<file path="src/rtl/serial_sub16.sv">
// Bit-serial subtractor: d = a - b - bin, one bit per clock, LSB first.
// Operands are captured on start; d/bout/ovf are held in their own registers between operations.
module serial_sub16 #(
    parameter int WIDTH = 16
) (
    input  logic             clk,
    input  logic             rst,
    input  logic             start,
    input  logic [WIDTH-1:0] a,
    input  logic [WIDTH-1:0] b,
    input  logic             bin,
    output logic [WIDTH-1:0] d,
    output logic             bout,
    output logic             ovf,
    output logic             busy,
    output logic             done
);

    localparam int CNT_W = (WIDTH > 1) ? $clog2(WIDTH) : 1;

    typedef enum logic [1:0] {
        IDLE = 2'd0,
        RUN  = 2'd1,
        DONE = 2'd2
    } state_t;

    state_t             state_q, state_d;
    logic [CNT_W-1:0]   cnt_q, cnt_d;
    logic [WIDTH-1:0]   sa_q, sa_d;
    logic [WIDTH-1:0]   sb_q, sb_d;
    logic [WIDTH-1:0]   acc_q, acc_d;
    logic [WIDTH-1:0]   d_q, d_d;
    logic               borrow_q, borrow_d;
    logic               a_msb_q, a_msb_d;
    logic               b_msb_q, b_msb_d;
    logic               bout_q, bout_d;
    logic               ovf_q, ovf_d;

    logic               x, y, diff, borrow_nxt, last_bit;
    logic [WIDTH-1:0]   acc_nxt;

    // State register
    // NOTE: sequential state uses non-blocking assignments so every flop samples pre-edge values.
    always_ff @(posedge clk or posedge rst) begin
        if (rst) begin
            state_q <= IDLE;
        end else begin
            state_q <= state_d;
        end
    end

    // Next-state logic
    always_comb begin
        state_d = state_q;
        case (state_q)
            IDLE:    if (start) state_d = RUN;
            RUN:     if (last_bit) state_d = DONE;
            DONE:    state_d = IDLE;
            default: state_d = IDLE;
        endcase
    end

    // Outputs decode directly from registered state and result registers
    always_comb begin
        busy = (state_q == RUN);
        done = (state_q == DONE);
        d    = d_q;
        bout = bout_q;
        ovf  = ovf_q;
    end

    // One full-subtractor bit slice per RUN cycle
    always_comb begin
        x          = sa_q[0];
        y          = sb_q[0];
        diff       = x ^ y ^ borrow_q;
        borrow_nxt = (~x & y) | (~(x ^ y) & borrow_q);
        acc_nxt    = {diff, acc_q[WIDTH-1:1]};
        last_bit   = (cnt_q == CNT_W'(WIDTH - 1));
    end

    // Datapath next-state
    always_comb begin
        // NOTE: every target gets a hold default first, so no path leaves a latch.
        cnt_d    = cnt_q;
        sa_d     = sa_q;
        sb_d     = sb_q;
        acc_d    = acc_q;
        borrow_d = borrow_q;
        a_msb_d  = a_msb_q;
        b_msb_d  = b_msb_q;
        d_d      = d_q;
        bout_d   = bout_q;
        ovf_d    = ovf_q;
        case (state_q)
            IDLE: begin
                if (start) begin
                    sa_d     = a;
                    sb_d     = b;
                    borrow_d = bin;
                    cnt_d    = '0;
                    a_msb_d  = a[WIDTH-1];
                    b_msb_d  = b[WIDTH-1];
                end
            end
            RUN: begin
                sa_d     = sa_q >> 1;
                sb_d     = sb_q >> 1;
                borrow_d = borrow_nxt;
                acc_d    = acc_nxt;
                if (last_bit) begin
                    d_d    = acc_nxt;
                    bout_d = borrow_nxt;
                    ovf_d  = (a_msb_q != b_msb_q) && (acc_nxt[WIDTH-1] != a_msb_q);
                end else begin
                    cnt_d = cnt_q + 1'b1;
                end
            end
            default: ;
        endcase
    end

    always_ff @(posedge clk or posedge rst) begin
        if (rst) begin
            cnt_q    <= '0;
            sa_q     <= '0;
            sb_q     <= '0;
            acc_q    <= '0;
            borrow_q <= 1'b0;
            a_msb_q  <= 1'b0;
            b_msb_q  <= 1'b0;
            d_q      <= '0;
            bout_q   <= 1'b0;
            ovf_q    <= 1'b0;
        end else begin
            cnt_q    <= cnt_d;
            sa_q     <= sa_d;
            sb_q     <= sb_d;
            acc_q    <= acc_d;
            borrow_q <= borrow_d;
            a_msb_q  <= a_msb_d;
            b_msb_q  <= b_msb_d;
            d_q      <= d_d;
            bout_q   <= bout_d;
            ovf_q    <= ovf_d;
        end
    end

endmodule

</file>
<file path="config.mk">
export PLATFORM = sky130hd
export DESIGN_NAME = serial_sub16
export DESIGN_NICKNAME = d
export VERILOG_FILES = /design/src/rtl/serial_sub16.sv
export SDC_FILE = /design/constraint.sdc
export NUM_CORES = 1
export LEC_CHECK = 0
export ABC_AREA = 1
export CORE_ASPECT_RATIO = 1.5
export CORE_MARGIN = 2
export CORE_UTILIZATION = 54
export CTS_BUF_LIST = sky130_fd_sc_hd__clkbuf_4 sky130_fd_sc_hd__clkbuf_8
export CTS_CLUSTER_DIAMETER = 80
export DETAILED_ROUTE_END_ITERATION = 8
export PLACE_DENSITY = 0.94
export SLEW_MARGIN = 10
export SYNTH_ARGS = -nofsm -noshare
export SYNTH_HDL_FRONTEND = slang
export SYNTH_SLANG_ARGS = --single-unit
</file>
<file path="constraint.sdc">
create_clock -name clk -period 3.02 [get_ports clk]
set_input_delay 0.604 -clock clk [delete_from_list [all_inputs] [get_ports clk]]
set_output_delay 0.604 -clock clk [all_outputs]
set_load 0.02 [all_outputs]
</file>
; ---- Word level (Yosys, flattened, before mapping)
; Index checks and enable logic that the tools add are counted.
[word_totals]
input_bits = 36
regBits = 75
output_inout_bits = 20
[op_classes]
add_sub_neg = 1
n_reduce_logical = 8
muxes = 12
bitwise_logic = 7
eq_ne = 8
[op_table]
columns = op, count
row1 = one-hot mux 16 bit (2 select lines), 2
row2 = 2-to-1 mux 16 bit, 2
row3 = 2-to-1 mux 4 bit, 2
row4 = one-hot mux 4 bit (2 select lines), 1
row5 = AND reduction 2 bit, 4
row6 = adder 4 x 1 -> 4 bit (second input constant), 1
row7 = == test 4 bit (second input constant), 1
row8 = 2-to-1 mux 2 bit, 2
row9 = != test 2 bit (second input constant), 2
row10 = one-hot mux 2 bit (2 select lines), 1
row11 = AND reduction 3 bit, 1
row12 = AND 1 bit, 2
row13 = == test 2 x 1 -> 1 bit (second input constant), 1
row14 = == test 2 bit (second input constant), 1
row15 = logical NOT 2 bit, 1
row16 = != test 1 bit, 2
row17 = != test 2 x 1 -> 1 bit (second input constant), 1
row18 = inverter 1 bit, 2
row19 = one-hot mux 1 bit (2 select lines), 1
row20 = nonzero test 2 bit, 1
row21 = bitwise XOR 1 bit, 2
row22 = logical AND 1 bit, 1
row23 = 2-to-1 mux 1 bit, 1
row24 = bitwise OR 1 bit, 1

; ---- Logic depth before layout (Yosys ltp)
[logic_depth]
depth_word = 5
mapped_depth = 7
mapped_depth_nobuf = 7

; ---- Worst setup path after synthesis
; Ideal clock, no wire load.
[synth_timing]
path_type = register -> output
startpoint = register state_q[1]
endpoint = output busy
n_path_buf = 1
arrival_ps = 813
path_stages_with_launch = 3
t_required_ps = 2416
slack_ps = 1603
path_cell_list = dfrtp_1 > nor2_4 > buf_2
[synth_via]
elab_chain_len = 1
[synth_lines]
columns = element, line_no
row1 = start: declaration, 27  ; state_t state_q, state_d;
row2 = start signal: assignment, 48  ; state_q <= state_d;
row3 = == test 2 x 1 -> 1 bit, 65  ; busy = (state_q == RUN);
row4 = end: declaration, 15  ; output logic busy,
; No other way between the ends.

; ---- Worst setup path in the final report
[layout_timing]
startpoint = register state_q[1]
endpoint = output done
[layout_via]
elab_chain_len = 1
[layout_lines]
columns = element, line_no
row1 = == test 2 bit, 66  ; done = (state_q == DONE);
row2 = end: declaration, 16  ; output logic done
; No other way between the ends.

==> results.toml <==
[outcome]
outcome = "complete, no violations"

[layout]
fillCellCount = 446
syn_to_final_growth_pct = 26.3
multi_input_area_mm2 = 0.00109
insertedDiodeCount = 0
nets = 438
final-seq-area_mm2 = 0.00185
drive_above_1_share_pct = 7.18
finish.utilization_pct = 69.7
fin_cells = 476

[clock_tree]
clock_path_buffers = 2
root_buffer = "clkbuf_8"
cts_buffers = 9
htreeDepth = 3
cts_resized = 0
cts_tree = "built"
cts_hold_buf = 0
cts_setup_buffers = 0
clock_sinks = 74
path_clk_slew_ns = 0.08
worstSkewPairLatency_ns = 0.34

[synthesis]
syn_nets = 388
synth_area_leaders = "dfrtp_1, o21ai_0, nand3_1"
avgSynthCellArea_um2 = 8.99
netlist.area_leader.share_pct = 58.8
synth_cells = 350
synth_top_cell_by_area = "dfrtp_1"
ys_seq_area_share_pct = 58.8
ys_types = 22
ys_warn_count = 0
syn_area_mm2 = 0.00315
synth_seq_cells = 74

[worst_setup_path]
critical_path.endpoint = "done"
rrSetupSlack_ns = 1.16
reg2reg_from = "state_q[1]"
cp.arrival_ns = 1.54
crit_path_start = "state_q[1]"
critical_path.max_fanout = 4
worst_setup_path_start_kind = "flip-flop"
endpoint_kind = "output port"
reg2reg_depth = 5
crit_required_ns = 2.42
reg2reg_to = "ovf"
criticalPathCategory = "reg -> out"

[sta]
rsz0062_at_grt = "false"
tns_ns = 0
finalCriticalPeriod_ns = 2.14
slew_headroom_pct = 51.5
period_share_pct = 70.9
setup_violations = 0
hold_viol = 0
tightestPinTransition_ns = 0.726
fmax_ghz = 0.467
slew_viol_final = 0
finClkSkew_ns = 0.00793
setup_ws_ns = 0.879

[detailed_routing]
drc_errors = 0
dr.first_iter.drc_count = 188
avgRoutedWirePerCell_um = 13.5
vias = 2566
wirelength_mm = 6.44
ant_nets = 0
firstDrtPassIters = 4
vias_per_cell = 5.39

[pwr]
peakVddDrop_mv = 0.726
power_density_mw_per_mm2 = 1110
total_power_uw = 4400
leakage_uw = 0.00174

[floorplan]
dieArea_mm2 = 0.00647
dieHeight_um = 97.5
initial_core_util_pct = 55.2
std_cell_rows = 34
pin_count = 56
coreArea_mm2 = 0.00570
dieWidth_um = 66.3

[global_route]
antenna_found_initial = 0
grt_pass1_wl_mm = 11.1
grt_pass1_vias = 2444
grt_max_degree = 71
grt_usage_pct = 22.5
grt_overflow = 0

[placement]
dp.cells = 461
place.gp.congestion = 0.766
place.port_buffers = 55
dp_slack_ns = 0.908
dp_hpwl_mm = 4.32

[job]
maxCapViolations = 0

[min_path]
hold_class = "reg -> reg"
hold_depth = 2
-- state kept, by name, indices dropped and copies added (netlist names), 2 cells and up --
| register | cells |
|---|---|
| acc_q | 15 |
| cnt_q | 4 |
| d | 16 |
| sa_q | 16 |
| sb_q | 16 |
| state_q | 2 |
-- cells by family (layout without fill, tap and decap cells) --
| kind of cell | Yosys count | count (layout) | share of synthesized area, % |
|---|---|---|---|
| flops | 74 | 74 | 58.8 |
| fa+ha+maj | 2 | 2 | 1.03 |
| simple gates | 126 | 126 | 17.4 |
| compound gates | 100 | 100 | 16.1 |
| buf+inv | 48 | 102 | 6.60 |
-- worst min path at each step --
stage / slack, ns / to / startpoint
after floorplan: 0.45 / d[0] / acc_q[1]
after global placement: 0.46 / d[0] / acc_q[1]
after detailed placement: 0.47 / acc_q[15] / acc_q[15]
after CTS: 0.49 / d[0] / acc_q[1]
after global routing: 0.52 / d[0] / acc_q[1]
final: 0.49 / acc_q[4] / acc_q[4]
-- metrics by stage --
stage / cell area, um2 / hold slack [ns]
6_report: 3980 / 0.490
5_1_grt: 3980 / 0.516
4_1_cts: 3980 / 0.490
3_5_place_dp: 3730 / 0.474
3_3_place_gp: 3730 / 0.463
2_1_floorplan: 3150 / 0.449
-- synthesized netlist by cell type --
cell,n
o21a_1,1
buf_2,11
o22ai_1,3
ha_1,1
nor2_1,49
nand4_1,1
fa_1,1
nand2_2,1
clkbuf_1,6
nor2_4,2
dfrtp_1,74
o21ai_1,33
a21oi_1,16
nand3_1,37
inv_1,24
clkbuf_2,2
o21ai_0,47
inv_2,2
nand2_1,34
nand3_2,1
or2_2,1
buf_4,3
-- where the power goes --
part           internal, uW  switching [uW]  leakage, uW  total [uW]
combinational           702            1020     0.000719        1720
sequential             1470             281     0.000905        1760
clock                   565             354     0.000118         920
total                  2740            1660      0.00174        4400
-- metal layers --
layer | track usage [%] | vias up | part of all wire [%]
met3 | 4.52 | 15 | 4.0
li1 | - | 1255 | -
met4 | 11.6 | 0 | 2.8
met1 | 28.8 | 1215 | 41
met2 | 35.7 | 81 | 52
met5 | 0 | - | 0
-- area by class of cell --
cell class              count  area share (%)
flip-flops and latches     74            46.6
multi-input cells         228            27.4
repair buffers             61            15.3
clock buffers              10            3.46
clock inverters             5            2.58
inverters                  26            2.46
well taps                  72            2.27
-- cells in the final DEF (no fill, tap or decap), drive strengths merged --
| cell | n |
|---|---|
| nand4 | 1 |
| clkinv | 1 |
| inv | 26 |
| clkbuf | 10 |
| clkdlybuf4s50 | 55 |
| dfrtp | 74 |
| nor2 | 51 |
| o22ai | 3 |
| bufinv | 3 |
| fa | 1 |
| nand2 | 35 |
| ha | 1 |
| a21oi | 16 |
| o21a | 1 |
| or2 | 1 |
| nand3 | 38 |
| o21ai | 80 |
| clkinvlp | 1 |
| buf | 6 |
-- critical path: stages, from the launching register on --
cell             delay, ns
dfrtp_1               0.41
inv_2                 0.08
nor2_1                0.08
clkdlybuf4s50_1       0.62
(Power assumes the default switching activity.)
